**config.mk**
```make
export PLATFORM = sky130hd
export DESIGN_NAME = uart_tx_fifo_reader
export DESIGN_NICKNAME = d
export VERILOG_FILES = /design/src/rtl/uart_tx_fifo_reader.sv
export SDC_FILE = /design/constraint.sdc
export NUM_CORES = 1
export LEC_CHECK = 0
export BUFFER_PORTS_ARGS = -buffer_cell sky130_fd_sc_hd__buf_2
export CAP_MARGIN = 20
export CORE_UTILIZATION = 59
export CTS_CLUSTER_SIZE = 20
export DETAILED_ROUTE_END_ITERATION = 12
export PLACE_DENSITY = 0.75
export RECOVER_POWER = 25
export SYNTH_ARGS = -nofsm -noshare
export SYNTH_HDL_FRONTEND = slang
export SYNTH_SLANG_ARGS = --single-unit
export TNS_END_PERCENT = 50
```
**constraint.sdc**
```tcl
create_clock -name clock -period 2.7 [get_ports clock]
set_input_delay 0.27 -clock clock [delete_from_list [all_inputs] [get_ports clock]]
set_output_delay 0.27 -clock clock [all_outputs]
set_load 0.02 [all_outputs]
```
**src/rtl/uart_tx_fifo_reader.sv**
```systemverilog
// ============================================================================
// Module   : uart_tx_fifo_reader
// Purpose  : Pops bytes from the TX FIFO and sends them as 8N1 UART frames,
//            LSB first, on a 16x oversample tick. Define UART_TX_IRDA_EN for
//            IrDA SIR (3/16 pulse) line encoding.
// Revision : 1.0 - initial release
// ============================================================================
`default_nettype none

module uart_tx_fifo_reader #(
  parameter int DIV16     = 27,
  parameter int STOP_BITS = 1
) (
  input  logic       clock,
  input  logic       reset,
  input  logic [7:0] fifo_data,
  input  logic       fifo_empty,
  output logic       fifo_rd,
  output logic       tx,
  output logic       busy
);

  localparam logic [2:0]  c_ST_IDLE    = 3'd0;
  localparam logic [2:0]  c_ST_FETCH   = 3'd1;
  localparam logic [2:0]  c_ST_LATCH   = 3'd2;
  localparam logic [2:0]  c_ST_START   = 3'd3;
  localparam logic [2:0]  c_ST_DATA    = 3'd4;
  localparam logic [2:0]  c_ST_STOP    = 3'd5;
  localparam logic [15:0] c_PRESC_LAST = 16'(DIV16 - 1);
  localparam logic [2:0]  c_STOP_LAST  = 3'(STOP_BITS - 1);
`ifdef UART_TX_IRDA_EN
  localparam logic        c_IDLE_LEVEL = 1'b0;
`else
  localparam logic        c_IDLE_LEVEL = 1'b1;
`endif

  logic [2:0]  r_state;
  logic [15:0] r_presc;
  logic [3:0]  r_sub;
  logic [2:0]  r_bit_cnt;
  logic [7:0]  r_shift;
  logic        r_tx;

  logic [2:0]  w_state_nx;
  logic [15:0] w_presc_nx;
  logic [3:0]  w_sub_nx;
  logic [2:0]  w_bit_nx;
  logic [7:0]  w_shift_nx;
  logic        w_level_nx;
  logic        w_tx_nx;
  logic        w_in_bit;
  logic        w_tick;
  logic        w_bit_end;
  logic        w_last_stop;
  logic        w_rd_req;

  assign w_in_bit    = (r_state == c_ST_START) | (r_state == c_ST_DATA) |
                       (r_state == c_ST_STOP);
  assign w_tick      = (r_presc == c_PRESC_LAST);
  assign w_bit_end   = w_in_bit & w_tick & (r_sub == 4'd15);
  assign w_last_stop = (r_state == c_ST_STOP) & w_bit_end & (r_bit_cnt == c_STOP_LAST);
  assign w_rd_req    = ~fifo_empty & ((r_state == c_ST_IDLE) | w_last_stop);

  // Read strobe is issued in the deciding cycle so back-to-back frames keep a
  // two-clock gap; it is gated by reset so an idle FIFO is never popped in reset.
  assign fifo_rd = reset & w_rd_req;
  assign busy    = (r_state != c_ST_IDLE) | fifo_rd;
  assign tx      = r_tx;

  always_comb begin
    w_state_nx = r_state;
    w_presc_nx = r_presc;
    w_sub_nx   = r_sub;
    w_bit_nx   = r_bit_cnt;
    w_shift_nx = r_shift;
    if (w_in_bit) begin
      if (w_tick) begin
        w_presc_nx = '0;
        w_sub_nx   = r_sub + 4'd1;
      end else begin
        w_presc_nx = r_presc + 16'd1;
      end
    end
    case (r_state)
      c_ST_IDLE:  if (w_rd_req) w_state_nx = c_ST_FETCH;
      c_ST_FETCH: w_state_nx = c_ST_LATCH;
      c_ST_LATCH: begin
        w_shift_nx = fifo_data;
        w_presc_nx = '0;
        w_sub_nx   = '0;
        w_bit_nx   = '0;
        w_state_nx = c_ST_START;
      end
      c_ST_START: if (w_bit_end) w_state_nx = c_ST_DATA;
      c_ST_DATA: begin
        if (w_bit_end) begin
          w_shift_nx = {1'b0, r_shift[7:1]};
          if (r_bit_cnt == 3'd7) begin
            w_bit_nx   = '0;
            w_state_nx = c_ST_STOP;
          end else begin
            w_bit_nx = r_bit_cnt + 3'd1;
          end
        end
      end
      c_ST_STOP: begin
        if (w_bit_end) begin
          if (r_bit_cnt == c_STOP_LAST) begin
            w_bit_nx   = '0;
            w_state_nx = w_rd_req ? c_ST_FETCH : c_ST_IDLE;
          end else begin
            w_bit_nx = r_bit_cnt + 3'd1;
          end
        end
      end
      default: w_state_nx = c_ST_IDLE;
    endcase
  end

  // Line level of the upcoming cycle, derived from next-state values so tx
  // can be a plain register that changes exactly on bit boundaries.
  always_comb begin
    w_level_nx = 1'b1;
    case (w_state_nx)
      c_ST_START: w_level_nx = 1'b0;
      c_ST_DATA:  w_level_nx = w_shift_nx[0];
      default:    w_level_nx = 1'b1;
    endcase
  end

`ifdef UART_TX_IRDA_EN
  logic w_in_bit_nx;
  assign w_in_bit_nx = (w_state_nx == c_ST_START) | (w_state_nx == c_ST_DATA) |
                       (w_state_nx == c_ST_STOP);
  // SIR: a zero bit is a pulse in sub-bit slots 0..2, everything else is dark
  assign w_tx_nx = w_in_bit_nx & ~w_level_nx & (w_sub_nx < 4'd3);
`else
  assign w_tx_nx = w_level_nx;
`endif

  always_ff @(posedge clock or negedge reset) begin
    if (!reset) begin
      r_state   <= c_ST_IDLE;
      r_presc   <= '0;
      r_sub     <= '0;
      r_bit_cnt <= '0;
      r_shift   <= '0;
      r_tx      <= c_IDLE_LEVEL;
    end else begin
      r_state   <= w_state_nx;
      r_presc   <= w_presc_nx;
      r_sub     <= w_sub_nx;
      r_bit_cnt <= w_bit_nx;
      r_shift   <= w_shift_nx;
      r_tx      <= w_tx_nx;
    end
  end

endmodule

`default_nettype wire

```
==> impl_metrics.py <==
metrics = {
    "run_status": {
        "status": "completed",
    },
    "finish": {
        "finalInstanceArea_sq_um": 2190,
        "final_cell_mix": "dfrtp_1, nor2_1, nand2_1, nand3_1, buf_2",
        "area_growth_pct": 9.18,
        "diodes": 0,
        "layout_commonest_cell": "dfrtp_1",
        "nFillCells": 254,
        "drive_gt1_frac": 0.152,
        "layout.nets": 247,
    },
    "grt": {
        "grt_pass1_wl_um": 6620,
        "grt_max_degree": 22,
        "grt_overflow": 0,
        "antenna_found_initial": 0,
        "grt.total_usage": 0.248,
        "grt_pass1_vias": 1496,
    },
    "floorplanning": {
        "die_y_um": 60.3,
        "die_area_sq_um": 3630,
        "rows": 20,
        "fp.dieW_um": 60.3,
        "core-area_sq_um": 3130,
        "start_util": 0.640,
        "boundaryPins": 14,
    },
    "place": {
        "port_buffers": 13,
        "place_area_sq_um": 2100,
        "hpwl_um": 2830,
        "gp_congestion": 0.918,
    },
    "route": {
        "antenna_left": 0,
        "routed_wl_um": 3930,
        "route.detailed.drc": 0,
        "drt_pass1_iterations": 4,
        "drt_iter0_markers": 162,
        "wl_per_cell_um": 14.3,
        "vias": 1613,
        "viasPerCell": 5.87,
    },
    "cts": {
        "clock_sinks": 35,
        "cts_max_level": 2,
        "cts_resized": 0,
        "cts_buffers": 5,
        "cts.reportedPaths.clkPinSlew_ns": 0.10,
        "clkLatencyLatePin_ns": 0.34,
        "root_buffer": "clkbuf_4",
        "clockBufferDepth": 2,
        "cts_tree": "built",
    },
    "critical_path": {
        "cp.arrival_ns": 2.23,
        "critical_path_class": "reg2out",
        "cp-end-kind": "primary output",
        "required_ns": 2.43,
        "cp-start-kind": "flop",
        "path_max_fanout": 6,
        "r2r_slack_ns": 0.52,
    },
    "power": {
        "powerDensity_nw_per_um2": 592,
        "ir_drop_mv": 0.396,
        "leakage_nw": 0.986,
    },
    "logic_synthesis": {
        "yosys.area_share.simple": 0.270,
        "synth_top_family_by_area": "simple AND/OR/NAND/NOR gates",
        "syn_nets": 229,
        "yosys_warnings": 0,
        "synth_cells": 212,
        "ys_top_cells_by_area": "dfrtp_1, nor2_1, ha_1",
        "ys.flop_type": "dfrtp_1",
        "synth_area_per_cell_sq_um": 9.45,
        "synthAdderAreaFrac": 0.0375,
        "synth_compound_area_frac": 0.141,
        "ys_ff_latch": 35,
        "synth-seq-area-share": 0.438,
        "yosys.area.top_type_share": 0.425,
        "synth_edf_count": 0,
        "synth_top_area_cell": "dfrtp_1",
        "async_flop_share": 1.00,
        "muxShareOfSynthArea": 0.0106,
        "synth.distinct_cells": 45,
        "synth_area_sq_um": 2000,
        "synth_xor_area_frac": 0.0612,
    },
    "timing": {
        "finalSetupViolations": 0,
        "drv_slew": 0,
        "period_share": 0.927,
        "hold_slack_ns": 0.113,
        "fmax_mhz": 399,
        "slew_headroom": 0.214,
        "fin_setup_tns_ns": 0,
        "fin_worst_skew_ns": 0.0144,
        "fin_crit_ns": 2.50,
        "timing_hold_violations_final": 0,
        "worst_slew_pin_slew_ns": 1.18,
        "rsz0062_at_grt": "false",
    },
    "min_path": {
        "worstHoldPathType": "in2reg",
    },
    "flow_run": {
        "cap_violations": 0,
    },
}
[Yosys cell counts (3+ instances only)]
cell type   n
clkbuf_1    4
xor2_1      8
inv_1      10
nor2_1     23
ha_1        6
nand2_1    18
and2_1      9
a211oi_1    3
xnor2_1     6
nand3_1    13
o21ai_0     8
buf_2       4
a221o_1     6
and3_1      5
a21oi_1     9
nor3_1      6
nand2b_1    4
dfrtp_1    34
nand4_1     6
[critical path, cell delays in order (launching register included)]
cell     delay (ns)
dfrtp_1        0.41
inv_1          0.09
ha_1           0.14
nor4b_2        0.23
and4_4         0.31
and3_1         0.21
a21oi_1        0.09
nor4b_2        0.23
buf_2          0.20
[layer usage]
metal	up-vias	part of all wire	track usage
li1	788	-	-
met1	781	0.43	0.299
met2	35	0.51	0.418
met3	9	0.043	0.0628
met4	0	0.018	0.103
met5	-	0	0
[final timing paths]
kind                                        startpoint                      end  cells past startpoint
min in group asynchronous                        reset     r_state[1]$_DFF_PN0_                      2
worst max register to register    r_state[2]$_DFF_PN0_  r_presc[15]$_DFFE_PN0P_                      5
worst min-delay path                      fifo_data[7]   r_shift[7]$_DFFE_PN0P_                      3
worst min register to register    r_sub[0]$_DFFE_PN0P_     r_sub[0]$_DFFE_PN0P_                      1
max in group asynchronous                        reset   r_presc[4]$_DFFE_PN0P_                      3
worst max-delay path            r_presc[0]$_DFFE_PN0P_                  fifo_rd                      8
[registers in the layout, summed over array words and instances, names as in the netlist]
signal     flops
r_bit_cnt      3
r_presc       16
r_shift        8
r_state        3
r_sub          4
tx             1
[power by group]
part / switching [mW] / leakage (nW) / internal, mW / total [mW]
sequential: 0.0931 / 0.448 / 0.609 / 0.702
combinational: 0.141 / 0.503 / 0.154 / 0.296
clock: 0.172 / 0.0353 / 0.126 / 0.298
total: 0.406 / 0.986 / 0.890 / 1.30
[cell type report]
cell class	count	area [sq um]	share of cell area
clock buffer	7	55.1	0.0252
timing repair buffer	20	115	0.0526
sequential	35	877	0.401
tap	44	55.1	0.0252
inverter	10	37.5	0.0172
multi-input combinational	158	1040	0.477
clock inverter	1	5.00	0.00229
[cell families after synthesis]
family,after synthesis
compound gates,40
simple gates,96
fa+ha+maj,6
buf+inv,19
mux,2
xor+xnor,14
flops,35
[through the flow]
stage	power, mW	worst slack [ns]	std cells	utilization
after floorplan	0.921	0.529	212	-
after global placement	0.988	0.574	263	0.671
after detailed placement	0.998	0.464	263	0.671
after CTS	1.30	0.0822	272	0.694
after global routing	1.38	0.0137	275	0.699
final	1.30	0.196	275	0.699
[timing repair]
item | 4_1_cts | 5_1_grt
hold endpoints to repair | 13 | 0
buffers inserted | 0 | 3
hold buffers | 1 | 0
endpoints found under the setup margin | 0 | 1
Power figures use the tool's default switching activity.
